===== src/rtl/pacman_screen_timing_pkg.sv =====
// Shared constants for the Pac-Man screen timing stage.
//   VGA_*    : 640x480@60 timing, sync polarity and line/frame totals.
//   PACMAN_* : native game resolution in game pixels.
//   sub_width(): width of a sub-pixel counter for a given scale (at least 1 bit).
package pacman_screen_timing_pkg;

  localparam int VGA_H_VISIBLE = 640;
  localparam int VGA_H_FRONT   = 16;
  localparam int VGA_H_SYNC    = 96;
  localparam int VGA_H_BACK    = 48;
  localparam int VGA_V_VISIBLE = 480;
  localparam int VGA_V_FRONT   = 10;
  localparam int VGA_V_SYNC    = 2;
  localparam int VGA_V_BACK    = 33;
  localparam int VGA_H_TOTAL   = VGA_H_VISIBLE + VGA_H_FRONT + VGA_H_SYNC + VGA_H_BACK;
  localparam int VGA_V_TOTAL   = VGA_V_VISIBLE + VGA_V_FRONT + VGA_V_SYNC + VGA_V_BACK;
  localparam logic VGA_SYNC_ACTIVE = 1'b0;

  localparam int PACMAN_GAME_W = 224;
  localparam int PACMAN_GAME_H = 288;

  function automatic int sub_width(int scale);
    return (scale > 1) ? $clog2(scale) : 1;
  endfunction

endpackage


===== src/rtl/pacman_screen_timing_if.sv =====
// Video timing bundle from pacman_screen_timing to pacman_game.
//   master : driven by the timing generator
//   slave  : consumed by the renderer
// Signals: hsync, vsync (active low), display_enabled, game_area,
//          game_pix_stb, frame_stb, sx/sy game-space coordinates.
interface pacman_screen_timing_if
  import pacman_screen_timing_pkg::*;
#(
  parameter int GAME_W = PACMAN_GAME_W,
  parameter int GAME_H = PACMAN_GAME_H
) ();
  logic                       hsync;
  logic                       vsync;
  logic                       display_enabled;
  logic                       game_area;
  logic                       game_pix_stb;
  logic                       frame_stb;
  logic [$clog2(GAME_W)-1:0]  sx;
  logic [$clog2(GAME_H)-1:0]  sy;

  modport master (output hsync, vsync, display_enabled, game_area,
                  game_pix_stb, frame_stb, sx, sy);
  modport slave  (input  hsync, vsync, display_enabled, game_area,
                  game_pix_stb, frame_stb, sx, sy);
endinterface


===== src/rtl/pacman_scale_counter.sv =====
// Sub-pixel / game-coordinate counter for one axis of the upscaled viewport.
//   vga_pix_clk, rst : clock, async active-low reset
//   en     : advance opportunity (every pixel for x, every line for y)
//   start  : position being entered is the first of the window; clears both
//   in_win : position being entered lies inside the window
//   sub    : sub-pixel index 0..SCALE-1
//   coord  : game coordinate, steps once per SCALE advances
module pacman_scale_counter
  import pacman_screen_timing_pkg::*;
#(
  parameter int SCALE   = 1,
  parameter int COORD_W = 8,
  parameter int SUB_W   = sub_width(SCALE)
) (
  input  logic               vga_pix_clk,
  input  logic               rst,
  input  logic               en,
  input  logic               start,
  input  logic               in_win,
  output logic [SUB_W-1:0]   sub,
  output logic [COORD_W-1:0] coord
);

  always_ff @(posedge vga_pix_clk or negedge rst) begin
    if (!rst) begin
      sub   <= '0;
      coord <= '0;
    end else if (en) begin
      if (start) begin
        sub   <= '0;
        coord <= '0;
      end else if (in_win) begin
        if (sub == SUB_W'(SCALE - 1)) begin
          sub   <= '0;
          coord <= coord + 1'b1;
        end else begin
          sub <= sub + 1'b1;
        end
      end
    end
  end

endmodule


===== src/rtl/pacman_screen_timing.sv =====
// VGA pixel-timing generator with a centred, integer-upscaled game viewport.
//   vga_pix_clk : pixel clock
//   rst         : async active-low reset
//   vid         : timing bundle (sync, visible/viewport flags, strobes, sx/sy)
// h/v hold the position that the output flops will present on the next edge,
// so after reset release the first edge shows (0,0). The axis counters track
// that same upcoming position and are therefore fed next-position flags.
module pacman_screen_timing
  import pacman_screen_timing_pkg::*;
#(
  parameter int H_VISIBLE = VGA_H_VISIBLE,
  parameter int H_FRONT   = VGA_H_FRONT,
  parameter int H_SYNC    = VGA_H_SYNC,
  parameter int H_BACK    = VGA_H_BACK,
  parameter int V_VISIBLE = VGA_V_VISIBLE,
  parameter int V_FRONT   = VGA_V_FRONT,
  parameter int V_SYNC    = VGA_V_SYNC,
  parameter int V_BACK    = VGA_V_BACK,
  parameter int GAME_W    = PACMAN_GAME_W,
  parameter int GAME_H    = PACMAN_GAME_H,
  parameter int SCALE     = 1
) (
  input logic                    vga_pix_clk,
  input logic                    rst,
  pacman_screen_timing_if.master vid
);

  localparam int H_TOTAL = H_VISIBLE + H_FRONT + H_SYNC + H_BACK;
  localparam int V_TOTAL = V_VISIBLE + V_FRONT + V_SYNC + V_BACK;
  localparam int H_OFF   = (H_VISIBLE - GAME_W * SCALE) / 2;
  localparam int V_OFF   = (V_VISIBLE - GAME_H * SCALE) / 2;
  localparam int HW      = $clog2(H_TOTAL);
  localparam int VW      = $clog2(V_TOTAL);
  localparam int XW      = $clog2(GAME_W);
  localparam int YW      = $clog2(GAME_H);
  localparam int SW      = sub_width(SCALE);

  localparam logic [HW-1:0] H_LAST   = HW'(H_TOTAL - 1);
  localparam logic [HW-1:0] H_VIS    = HW'(H_VISIBLE);
  localparam logic [HW-1:0] HS_START = HW'(H_VISIBLE + H_FRONT);
  localparam logic [HW-1:0] HS_LEN   = HW'(H_SYNC);
  localparam logic [HW-1:0] H_OFF_P  = HW'(H_OFF);
  localparam logic [HW-1:0] H_SPAN   = HW'(GAME_W * SCALE);
  localparam logic [VW-1:0] V_LAST   = VW'(V_TOTAL - 1);
  localparam logic [VW-1:0] V_VIS    = VW'(V_VISIBLE);
  localparam logic [VW-1:0] VS_START = VW'(V_VISIBLE + V_FRONT);
  localparam logic [VW-1:0] VS_LEN   = VW'(V_SYNC);
  localparam logic [VW-1:0] V_OFF_P  = VW'(V_OFF);
  localparam logic [VW-1:0] V_SPAN   = VW'(GAME_H * SCALE);

  if (SCALE < 1 || GAME_W * SCALE > H_VISIBLE || GAME_H * SCALE > V_VISIBLE) begin : g_bad_cfg
    $error("pacman_screen_timing: scaled game viewport does not fit the visible area");
  end

  logic [HW-1:0] h, h_next;
  logic [VW-1:0] v, v_next;
  logic          h_wrap;

  always_comb begin
    h_wrap = (h == H_LAST);
    h_next = h_wrap ? '0 : h + 1'b1;
    v_next = v;
    if (h_wrap) v_next = (v == V_LAST) ? '0 : v + 1'b1;
  end

  always_ff @(posedge vga_pix_clk or negedge rst) begin
    if (!rst) begin
      h <= '0;
      v <= '0;
    end else begin
      h <= h_next;
      v <= v_next;
    end
  end

  // Window tests as (pos - start) < length: positions before the start wrap
  // to large unsigned values, so one compare covers both bounds.
  logic x_in, y_in, x_in_n, y_in_n;
  assign x_in   = (h - H_OFF_P) < H_SPAN;
  assign y_in   = (v - V_OFF_P) < V_SPAN;
  assign x_in_n = (h_next - H_OFF_P) < H_SPAN;
  assign y_in_n = (v_next - V_OFF_P) < V_SPAN;

  logic [SW-1:0] x_sub, y_sub;
  logic [XW-1:0] x_coord;
  logic [YW-1:0] y_coord;

  pacman_scale_counter #(.SCALE(SCALE), .COORD_W(XW)) u_x (
    .vga_pix_clk (vga_pix_clk),
    .rst         (rst),
    .en          (1'b1),
    .start       (h_next == H_OFF_P),
    .in_win      (x_in_n),
    .sub         (x_sub),
    .coord       (x_coord)
  );

  pacman_scale_counter #(.SCALE(SCALE), .COORD_W(YW)) u_y (
    .vga_pix_clk (vga_pix_clk),
    .rst         (rst),
    .en          (h_wrap),
    .start       (v_next == V_OFF_P),
    .in_win      (y_in_n),
    .sub         (y_sub),
    .coord       (y_coord)
  );

  always_ff @(posedge vga_pix_clk or negedge rst) begin
    if (!rst) begin
      vid.hsync           <= ~VGA_SYNC_ACTIVE;
      vid.vsync           <= ~VGA_SYNC_ACTIVE;
      vid.display_enabled <= 1'b0;
      vid.game_area       <= 1'b0;
      vid.game_pix_stb    <= 1'b0;
      vid.frame_stb       <= 1'b0;
      vid.sx              <= '0;
      vid.sy              <= '0;
    end else begin
      vid.hsync           <= ((h - HS_START) < HS_LEN) ? VGA_SYNC_ACTIVE : ~VGA_SYNC_ACTIVE;
      vid.vsync           <= ((v - VS_START) < VS_LEN) ? VGA_SYNC_ACTIVE : ~VGA_SYNC_ACTIVE;
      vid.display_enabled <= (h < H_VIS) && (v < V_VIS);
      vid.game_area       <= x_in && y_in;
      vid.game_pix_stb    <= x_in && y_in && (x_sub == '0) && (y_sub == '0);
      vid.frame_stb       <= (h == '0) && (v == '0);
      vid.sx              <= (x_in && y_in) ? x_coord : '0;
      vid.sy              <= (x_in && y_in) ? y_coord : '0;
    end
  end

endmodule

===== src/flat_wrapper.sv =====
// flat-port wrapper written by rule: the top's interface ports become plain ports
module pacman_screen_timing_flat import pacman_screen_timing_pkg::*;
#(
  parameter int H_VISIBLE = VGA_H_VISIBLE,
  parameter int H_FRONT   = VGA_H_FRONT,
  parameter int H_SYNC    = VGA_H_SYNC,
  parameter int H_BACK    = VGA_H_BACK,
  parameter int V_VISIBLE = VGA_V_VISIBLE,
  parameter int V_FRONT   = VGA_V_FRONT,
  parameter int V_SYNC    = VGA_V_SYNC,
  parameter int V_BACK    = VGA_V_BACK,
  parameter int GAME_W    = PACMAN_GAME_W,
  parameter int GAME_H    = PACMAN_GAME_H,
  parameter int SCALE     = 1
)
  (vga_pix_clk, rst, vid_hsync, vid_vsync, vid_display_enabled, vid_game_area, vid_game_pix_stb, vid_frame_stb, vid_sx, vid_sy);
  pacman_screen_timing_if #(.GAME_W(GAME_W), .GAME_H(GAME_H)) vid_i ();
  input logic vga_pix_clk;
  input logic rst;
  output wire logic [$bits(vid_i.hsync)-1:0] vid_hsync;
  output wire logic [$bits(vid_i.vsync)-1:0] vid_vsync;
  output wire logic [$bits(vid_i.display_enabled)-1:0] vid_display_enabled;
  output wire logic [$bits(vid_i.game_area)-1:0] vid_game_area;
  output wire logic [$bits(vid_i.game_pix_stb)-1:0] vid_game_pix_stb;
  output wire logic [$bits(vid_i.frame_stb)-1:0] vid_frame_stb;
  output wire logic [$bits(vid_i.sx)-1:0] vid_sx;
  output wire logic [$bits(vid_i.sy)-1:0] vid_sy;
  assign vid_hsync = vid_i.hsync;
  assign vid_vsync = vid_i.vsync;
  assign vid_display_enabled = vid_i.display_enabled;
  assign vid_game_area = vid_i.game_area;
  assign vid_game_pix_stb = vid_i.game_pix_stb;
  assign vid_frame_stb = vid_i.frame_stb;
  assign vid_sx = vid_i.sx;
  assign vid_sy = vid_i.sy;
  pacman_screen_timing #(.H_VISIBLE(H_VISIBLE), .H_FRONT(H_FRONT), .H_SYNC(H_SYNC), .H_BACK(H_BACK), .V_VISIBLE(V_VISIBLE), .V_FRONT(V_FRONT), .V_SYNC(V_SYNC), .V_BACK(V_BACK), .GAME_W(GAME_W), .GAME_H(GAME_H), .SCALE(SCALE)) u_core (.vga_pix_clk(vga_pix_clk), .rst(rst), .vid(vid_i));
endmodule

===== config.mk =====
export PLATFORM = sky130hd
export DESIGN_NAME = pacman_screen_timing_flat
export DESIGN_NICKNAME = d
export VERILOG_FILES = /design/src/rtl/pacman_screen_timing_pkg.sv /design/src/rtl/pacman_screen_timing_if.sv /design/src/rtl/pacman_scale_counter.sv /design/src/rtl/pacman_screen_timing.sv /design/src/flat_wrapper.sv
export SDC_FILE = /design/constraint.sdc
export NUM_CORES = 1
export LEC_CHECK = 0
export CORE_MARGIN = 3
export CORE_UTILIZATION = 40
export CTS_CLUSTER_SIZE = 28
export DETAILED_ROUTE_END_ITERATION = 8
export SETUP_SLACK_MARGIN = 0.05
export SYNTH_ARGS = -nofsm -noshare
export SYNTH_HDL_FRONTEND = slang
export SYNTH_SLANG_ARGS = --single-unit

===== constraint.sdc =====
create_clock -name vga_pix_clk -period 3.9 [get_ports vga_pix_clk]
set_clock_uncertainty 0.15 [all_clocks]
set_input_delay 0.585 -clock vga_pix_clk [delete_from_list [all_inputs] [get_ports vga_pix_clk]]
set_output_delay 0.585 -clock vga_pix_clk [all_outputs]
set_load 0.05 [all_outputs]

Word level (Yosys, flattened, before mapping)

Index checks and enable logic that the tools add are counted.

Add/subtract/negate cells: 12
$mul: 0
Divide/modulo/power cells: 0
Magnitude comparators: 8
Equal/unequal tests: 6
Shifts and indexed selects: 0
Multiplexer cells: 19
Bitwise operators: 2
Reduce and logical (&&, ||, !) cells: 12

Operators by type and width:

| cell                   | count |
|---|---|
| $mux 9                 | 4 |
| $mux 8                 | 4 |
| $lt 10x9->1 const B    | 3 |
| $mux 10                | 3 |
| $add 10x1->10 const B  | 2 |
| $eq 10x10->1 const B   | 2 |
| $logic_not 10->1       | 2 |
| $lt 10x8->1 const B    | 2 |
| $sub 10x7->10 const B  | 2 |
| $sub 10x8->10 const B  | 2 |
| $eq 10x7->1 const B    | 1 |
| $eq 10x8->1 const B    | 1 |
| $lt 10x10->1 const B   | 1 |
| $lt 10x2->1 const B    | 1 |
| $lt 10x7->1 const B    | 1 |
| $sub 10x10->10 const B | 1 |
| $sub 10x9->10 const B  | 1 |
| $add 9x1->9 const B    | 1 |
| $add 8x1->8 const B    | 1 |
| $mux 1                 | 8 |
| $logic_and 1x1->1      | 5 |
| $ne 2x2->1 const B     | 2 |
| $reduce_and 2->1       | 2 |
| $reduce_bool 2->1      | 2 |
| other kinds (3)        | 5 |

Register bits after elaboration: 62
Bits in latches: 0
RAM bits: 0
Memory bits (read-only): 0
Input bits: 2
Output and inout bits: 23
Logic and storage cells: 73
Memories kept: 0

Depth between registers and ports, before layout

Gate-level depths: netlist of run 1.

Depth in word-level cells: 7
Depth in mapped cells: 17
Mapped depth without buffers: 15

Modules after synthesis

From an unflattened synthesis of run 1, not the netlist that was laid out.

Cell total of the unflattened synthesis: 384
Area, all modules: 3585.9 µm²

Modules (own cells, without submodules):

| module                            | times used | cells each | area each (µm²) | sequential area each (µm²) |
|---|---|---|---|---|
| pacman_screen_timing              | 1          | 284        | 2632.5          | 1078.5 |
| pacman_scale_counter (u_core.u_y) | 1          | 52         | 499.2           | 225.2 |
| pacman_scale_counter (u_core.u_x) | 1          | 48         | 454.2           | 200.2 |

Worst setup path after synthesis of run 1

Ideal clock, no wire load.

Path kind: register to register
Start: register u_core.h[5]
End: register u_core.u_y.coord[8]
Setup time: 133 ps
Data arrival time: 3367 ps
Required time: 3617 ps
Slack: 249 ps
Cell stages (with the launch flop): 17
Buffers on the path: 1
Period minus slack after synthesis: 3651 ps
Cell sequence: dfrtp_1 > inv_1 > ha_1 > and4b_1 > nand2_1 > clkbuf_1 > nor3_1 > xnor2_1 > ha_1 > xor2_1 > nor2_1 > or4b_1 > a21oi_1 > o21bai_1 > and2_4 > o311ai_1 > nand3_1

Word-level cells in the longest chain between the ends: 6
Elaborated cells on any way between the ends: 9
Those cells by class: add/sub (1); order compare (1); eq/ne (3); mux (2); reduce/logical (2)

RTL lines:

| item                        | RTL line                   | text |
|---|---|---|
| start, declared             | pacman_screen_timing.sv:55 | `logic [HW-1:0] h, h_next;` |
| start signal, assigned      | pacman_screen_timing.sv:71 | `h <= h_next;` |
| $eq 10x10->1 (*)            | pacman_screen_timing.sv:60 | `h_wrap = (h == H_LAST);` |
| $mux 10 (*)                 | pacman_screen_timing.sv:63 | `if (h_wrap) v_next = (v == V_LAST) ? '0 : v + 1'b1;` |
| net u_core.v_next[6]        | pacman_screen_timing.sv:56 | `logic [VW-1:0] v, v_next;` |
| $sub 10x7->10               | pacman_screen_timing.sv:82 | `assign y_in_n = (v_next - V_OFF_P) < V_SPAN;` |
| $lt 10x9->1                 | pacman_screen_timing.sv:82 |  |
| $reduce_bool 2->1 (no line) | --                         |  |
| $reduce_and 3->1 (no line)  | --                         |  |
| end signal, assigned        | pacman_scale_counter.sv:35 | `coord <= coord + 1'b1;` |
| end, declared               | pacman_scale_counter.sv:21 | `output logic [COORD_W-1:0] coord` |

Mark *: on every way through the listed nets, which the timed path passes. The rest lies on a longest branch.
A chain may end at the register's enable or synchronous reset.

Final worst setup path of run 1

Ends and elaborated chain as after synthesis.

==> run_results.csv, run 1 <==
group,metric,value,unit
timing,fin_setup_tns,0,ns
synthesis,synth_top_area_frac,0.405,
global_route,track_usage,0.169,
worst_setup_path,r2r_end,"u_core.u_y.coord[8]$_DFFE_PN0P_",
timing,worst_pin_slew,0.832,ns
power_and_ir_drop,p_seq_frac,0.507,
power_and_ir_drop,vdd_drop_max,0.136,mV
timing,slew_violations,0,
global_route,grt_pass1_wl,13.4,mm
place,finalWeightedCongestion,0.828,
floorplan,die_w,99.8,um
worst_setup_path,r2r-start,"u_core.h[5]$_DFF_PN0_",
finish,final_core_util,0.493,
worst_setup_path,cp.arrival,3.69,ns
clock_network,clock-sinks,59,
clock_network,cts_made_buffers,9,
synthesis,synth-edff-count,0,
timing,fin_hold_ws,0.188,ns
global_route,grt_overflow,0,
global_route,grt_max_degree,37,
power_and_ir_drop,clock_power_share,0.482,
worst_setup_path,cp-end-kind,"register",
timing,min_period,3.63,ns
routing,vias_per_cell,5.58,
synthesis,yosysTopAreaCell,"dfrtp_1",
timing,post-route-period-util,0.930,
power_and_ir_drop,power,1200,uW
synthesis,synth_cell_types,56,
power_and_ir_drop,combinationalPowerShare,0.011,
routing,wl,7.94,mm
power_and_ir_drop,p_leak,0.00190,uW
finish,filler_cell_count,811,
power_and_ir_drop,sw_frac_of_total,0.243,
job,max_cap_viol_count,0,
worst_setup_path,rrSetupSlack,0.27,ns
floorplan,ioPinCount,25,
timing,setup_viol,0,
place,hpwl,5.47,mm
synthesis,synth_async_sr_flop_share,1.00,
routing,avgRoutedWirePerCell,15.1,um
floorplan,die_area,9960,um^2
place,port_buffers,24,
global_route,grt_antenna_before_repair,0,
clock_network,cts.path.max_buffers,2,
clock_network,ctsHoldBuffers,0,
synthesis,synth_area,3520,um^2
hold_path,holdCritPathClass,"in -> async",
worst_setup_path,crit_path_max_fanout,5,
global_route,grt_pass1_vias,2818,
clock_network,cts_htree_levels,3,
timing,rsz0062_at_grt,"false",
synthesis,synthFlopType,"dfrtp_1",
finish,nets,434,
finish,drive_gt1_frac,0.114,
routing,detail-route-antenna-nets,0,
power_and_ir_drop,netSwitchingPower,293,uW
clock_network,cts.clk_slew.worst_paths,0.08,ns
run_status,status,"completed",
floorplan,coreArea,8380,um^2
clock_network,post_cts_resized,0,
synthesis,syn_inst,389,
finish,fin_area,4130,um^2
finish,antenna_cells,0,
synthesis,yosys_warnings,0,
synthesis,synth_nets,408,
synthesis,synth_area_leaders,"dfrtp_1 (41%), ha_1 (6.0%), nand2_1 (4.2%)",
worst_setup_path,crit_type,"reg -> reg",
finish,areaGrowthSynthToFinish,17.5,%
worst_setup_path,worstPathRequired,3.96,ns
clock_network,cts_setup_buffers,0,
routing,drc,0,
clock_network,root_buffer,"clkbuf_8",
synthesis,syn_avg_cell_area,9.04,um^2
routing,drt_iter0_drc,137,
place,dpl_cell_area,3880,um^2
power_and_ir_drop,pwr_density_cell,292,nW/um^2
routing,firstDrtPassIters,4,
floorplan,dieHeight,99.8,um
clock_network,cts_tree,"done",
timing,max_freq,0.276,GHz
routing,vias,2929,
floorplan,start_util,0.420,
worst_setup_path,crit_path_start_kind,"register",
timing,max_slew_margin,0.445,
synthesis,synth.yosys.seq_area_share,0.420,
power_and_ir_drop,internal_power,912,uW
floorplan,rows,33,
worst_setup_path,worstRegToRegCells,14,
synthesis,synth_seq_cells,59,
clock_network,clock_latency,0.34,ns
timing,hold_violations,0,
worst max path at each step:
stage / start / endpoint / slack [ns]
2_1_floorplan: u_core.h[5]$_DFF_PN0_ / u_core.u_y.coord[8]$_DFFE_PN0P_ / 0.25
3_3_place_gp: u_core.h[0]$_DFF_PN0_ / u_core.u_y.coord[7]$_DFFE_PN0P_ / 0.21
3_5_place_dp: u_core.h[0]$_DFF_PN0_ / u_core.u_y.coord[1]$_DFFE_PN0P_ / 0.09
4_1_cts: u_core.h[0]$_DFF_PN0_ / u_core.u_y.coord[1]$_DFFE_PN0P_ / 0.06
5_1_grt: u_core.h[5]$_DFF_PN0_ / u_core.u_y.coord[8]$_DFFE_PN0P_ / 0.04
6_report: u_core.h[5]$_DFF_PN0_ / u_core.u_y.coord[8]$_DFFE_PN0P_ / 0.27
registers in the layout, summed over array words and instances (netlist names):
signal and cells:
u_core.h 10, u_core.u_x.coord 8, u_core.u_y.coord 9, u_core.v 10
u_core.vid.display_enabled 1, u_core.vid.frame_stb 1, u_core.vid.game_area 1, u_core.vid.hsync 1
u_core.vid.sx 8, u_core.vid.sy 9, u_core.vid.vsync 1
critical path, stage by stage, from the launching register on:
cell	delay [ns]
dfrtp_1	0.40
inv_1	0.14
ha_2	0.24
nand4b_4	0.11
or3_4	0.44
xnor2_2	0.18
ha_2	0.26
xor2_2	0.19
nor2_1	0.05
or4b_1	0.50
a21oi_1	0.15
o21bai_1	0.11
and2_4	0.20
o311ai_1	0.28
nand3_1	0.11
per-layer routing:
metal,GRT usage,up-vias,wire (um)
li1,-,1449,-
met1,0.227,1382,3800
met2,0.263,84,3590
met3,0.0382,14,389
met4,0.0683,0,161
met5,0,-,0
cells in the mapped netlist (2+ instances only):
library cell and instances:
a21boi_0 2, a21o_1 5, a21oi_1 21, a31oi_1 2
a41oi_1 2, and2_1 18, and3_1 5, and4_1 3
and4b_1 3, buf_2 4, buf_4 2, clkbuf_1 14
dfrtp_1 57, dfstp_2 2, ha_1 17, inv_1 18
mux2i_1 3, nand2_1 39, nand2b_1 2, nand3_1 25
nand4_1 13, nand4b_1 3, nand4b_4 2, nor2_1 36
nor3_1 7, nor4_1 6, o211ai_1 3, o21ai_0 13
o21bai_1 2, o22ai_1 4, o311ai_1 2, o31ai_1 2
or3_1 5, or4_1 4, or4b_1 2, xnor2_1 16
xor2_1 6
cells by family after synthesis:
| kind of cell | share of synthesized area |
|---|---|
| compound gates | 0.133 |
| buf+inv | 0.0487 |
| mux | 0.00854 |
| flops | 0.420 |
| simple gates | 0.275 |
| xor+xnor | 0.0548 |
| fa+ha+maj | 0.0605 |
power by group through the flow:
stage	combinational [uW]	sequential, uW	clock [uW]
2_1_floorplan	0.000906	624	0
3_3_place_gp	14.1	623	0
3_5_place_dp	14.4	623	0
4_1_cts	14.4	611	601
5_1_grt	15.7	611	624
6_report	12.9	611	581
per-stage QoR:
stage,setup slack (ns),std cells
4_1_cts,0.0625,525
6_report,0.271,525
2_1_floorplan,0.249,389
3_5_place_dp,0.0899,509
5_1_grt,0.0387,525
3_3_place_gp,0.215,509
area by class of cell:
type | count | area, um^2 | share of cell area
Multi-Input combinational cell | 290 | 1920 | 0.464
Timing Repair Buffer | 37 | 333 | 0.0805
Inverter | 18 | 67.6 | 0.0163
Clock inverter | 7 | 77.6 | 0.0188
Sequential cell | 59 | 1480 | 0.358
Clock buffer | 9 | 124 | 0.0300
Tap cell | 105 | 131 | 0.0318
layout by cell type (no fill, tap or decap), drive strengths merged, types with 4 or more instances in the layout:
cell type / instances
a21o: 5
a21oi: 21
and2: 19
and3: 5
buf: 14
clkbuf: 9
clkdlybuf4s50: 23
clkinv: 4
dfrtp: 57
ha: 17
inv: 19
nand2: 39
nand3: 25
nand4: 13
nand4b: 5
nor2: 36
nor3: 7
nor4: 6
o21ai: 13
o22ai: 4
or3: 5
or4: 4
xnor2: 16
xor2: 6
No activity file was read; power rests on OpenSTA's default activity.
==> run 2: changes to the inputs <==
--- a/config.mk
+++ b/config.mk
@@ -9,6 +9,7 @@
 export CORE_UTILIZATION = 40
 export CTS_CLUSTER_SIZE = 28
 export DETAILED_ROUTE_END_ITERATION = 8
+export RECOVER_POWER = 25
 export SETUP_SLACK_MARGIN = 0.05
 export SYNTH_ARGS = -nofsm -noshare
 export SYNTH_HDL_FRONTEND = slang
==> run_results.csv, run 2 (synthesis gave the netlist of run 1 again) <==
group,metric,value,unit
clock_network,post_cts_resized,0,
finish,final_cell_mix,"dfrtp_1 (56), nand2_1 (38), nor2_1 (36), nand3_1 (25), clkdlybuf4s50_1 (23)",
worst_setup_path,path_cells,"inv_1 > ha_2 > nand4b_4 > or3_4 > xnor2_2 > ha_2 > xor2_2 > nor2_1 > or4b_1 > a21oi_1 > o21bai_1 > and2_4 > o311ai_1 > nand3_1",
worst_setup_path,cpPeakStageDelay,0.50,ns
worst_setup_path,crit_top_cell,"ha_2",
timing,setup_viol,0,
clock_network,cts_made_buffers,9,
worst_setup_path,crit_start,"u_core.h[5]$_DFF_PN0_",
power_and_ir_drop,pwr_density_cell,292,nW/um^2
timing,rsz0062_at_grt,"false",
routing,drt_iter0_drc,137,
place,hpwl,5.47,mm
worst_setup_path,crit_family,"simple AND/OR/NAND/NOR gates",
place,dp_worst_setup_slack,0.0899,ns
floorplan,die_area,9960,um^2
clock_network,ctsHoldBuffers,0,
routing,detail-route-antenna-nets,0,
place,finalWeightedCongestion,0.828,
routing,firstDrtPassIters,4,
worst_setup_path,r2r-start,"u_core.h[5]$_DFF_PN0_",
worst_setup_path,worstRegToRegCells,14,
timing,fin_hold_ws,0.357,ns
hold_path,worstHoldEndpoint,"u_core.vid.sx[7]$_DFF_PN0_",
routing,vias,2935,
place,dpl_cell_area,3880,um^2
hold_path,holdCritPathClass,"reg -> reg",
floorplan,rows,33,
global_route,grt_max_degree,37,
job,max_cap_viol_count,1,
timing,worst_pin_slew,2.01,ns
global_route,track_usage,0.169,
worst_setup_path,crit_path_max_fanout,5,
clock_network,clock-sinks,59,
worst_setup_path,worstPathRequired,3.96,ns
floorplan,start_util,0.420,
timing,slew_violations,37,
run_status,violations,"max-capacitance violations, max-slew violations",
worst_setup_path,cp.arrival,3.69,ns
clock_network,cts_htree_levels,3,
timing,fin_setup_tns,0,ns
routing,avgRoutedWirePerCell,15.1,um
timing,min_period,3.63,ns
clock_network,root_buffer,"clkbuf_8",
place,port_buffers,24,
finish,reg_top3,"u_core.h: 10 flops, u_core.v: 10 flops",
power_and_ir_drop,p_leak,0.00190,uW
worst_setup_path,crit_path_start_kind,"register",
routing,vias_per_cell,5.59,
run_status,status,"complete, but fails checks",
clock_network,cts.clk_slew.worst_paths,0.08,ns
floorplan,ioPinCount,25,
global_route,grt_antenna_before_repair,0,
timing,hold_violations,0,
clock_network,cts_tree,"done",
routing,drc,0,
power_and_ir_drop,vdd_drop_max,0.137,mV
clock_network,cts_setup_buffers,0,
finish,areaGrowthSynthToFinish,17.4,%
hold_path,holdPathStages,1,
timing,max_freq,0.276,GHz
worst_setup_path,slowest_stage,"or4b_1",
worst_setup_path,cp-end-kind,"register",
global_route,grt_pass1_wl,13.4,mm
floorplan,dieHeight,99.8,um
global_route,grt_pass1_vias,2818,
worst_setup_path,worst-path-buf-inv,1,
finish,fin_area,4130,um^2
finish,antenna_cells,0,
worst_setup_path,r2r_end,"u_core.u_y.coord[8]$_DFFE_PN0P_",
worst_setup_path,crit_type,"reg -> reg",
hold_path,min_from,"u_core.u_x.coord[7]$_DFFE_PN0P_",
routing,wl,7.94,mm
floorplan,coreArea,8380,um^2
finish,final_common_cell,"dfrtp_1",
timing,worst_slack,0.271,ns
timing,max_slew_margin,-0.339,
finish,nets,434,
finish,drive_gt1_frac,0.112,
worst_setup_path,rrSetupSlack,0.27,ns
worst_setup_path,cp.depth,14,
clock_network,clock_latency,0.34,ns
clock_network,cts.path.max_buffers,2,
finish,final_core_util,0.493,
timing,post-route-period-util,0.930,
global_route,grt_overflow,0,
floorplan,die_w,99.8,um
==> run 2: cell types whose count changed in the layout (fill, tap and decap cells not counted), sizes merged <==
| cell | change |
|---|---|
| buf | -1 |
| clkbuf | +1 |
==> run 2: worst reg2reg max path: stages, from the launching register on <==
cell and delay (ns):
dfrtp_1 0.40, inv_1 0.14, ha_2 0.24, nand4b_4 0.11
or3_4 0.45, xnor2_2 0.18, ha_2 0.26, xor2_2 0.19
nor2_1 0.05, or4b_1 0.50, a21oi_1 0.15, o21bai_1 0.11
and2_4 0.20, o311ai_1 0.28, nand3_1 0.11
==> run 2: metal layers <==
| metal | track usage | up-vias | share of wire |
|---|---|---|---|
| li1 | - | 1450 | - |
| met1 | 0.227 | 1388 | 0.48 |
| met2 | 0.263 | 83 | 0.45 |
| met3 | 0.0382 | 14 | 0.047 |
| met4 | 0.0683 | 0 | 0.020 |
| met5 | 0 | - | 0 |
==> run 2: how the worst max path moves through the flow <==
stage / slack (ns) / to
finish: 0.27 / u_core.u_y.coord[8]$_DFFE_PN0P_
global route: 0.04 / u_core.u_y.coord[8]$_DFFE_PN0P_
global placement: 0.21 / u_core.u_y.coord[7]$_DFFE_PN0P_
detailed placement: 0.09 / u_core.u_y.coord[1]$_DFFE_PN0P_
CTS: 0.06 / u_core.u_y.coord[1]$_DFFE_PN0P_
floorplan: 0.25 / u_core.u_y.coord[8]$_DFFE_PN0P_
==> run 2: layout make-up <==
type | instances | area (um^2)
fillers | 809 | 4250
multi-input cells | 290 | 1920
flip-flops and latches | 59 | 1480
repair buffers | 37 | 332
well taps | 105 | 131
clock buffers | 9 | 124
clock inverters | 7 | 77.6
inverters | 18 | 67.6
==> run 2: stage by stage <==
step           instances  power (uW)
2_1_floorplan        389         624
3_3_place_gp         509         637
3_5_place_dp         509         638
4_1_cts              525        1230
5_1_grt              525        1250
6_report             525        1210
==> run 2: report_power, final <==
part / internal [uW] / leakage (uW) / switching (uW)
clock: 299 / 0.0000998 / 282
combinational: 0.859 / 0.000999 / 11.9
sequential: 611 / 0.000798 / 0
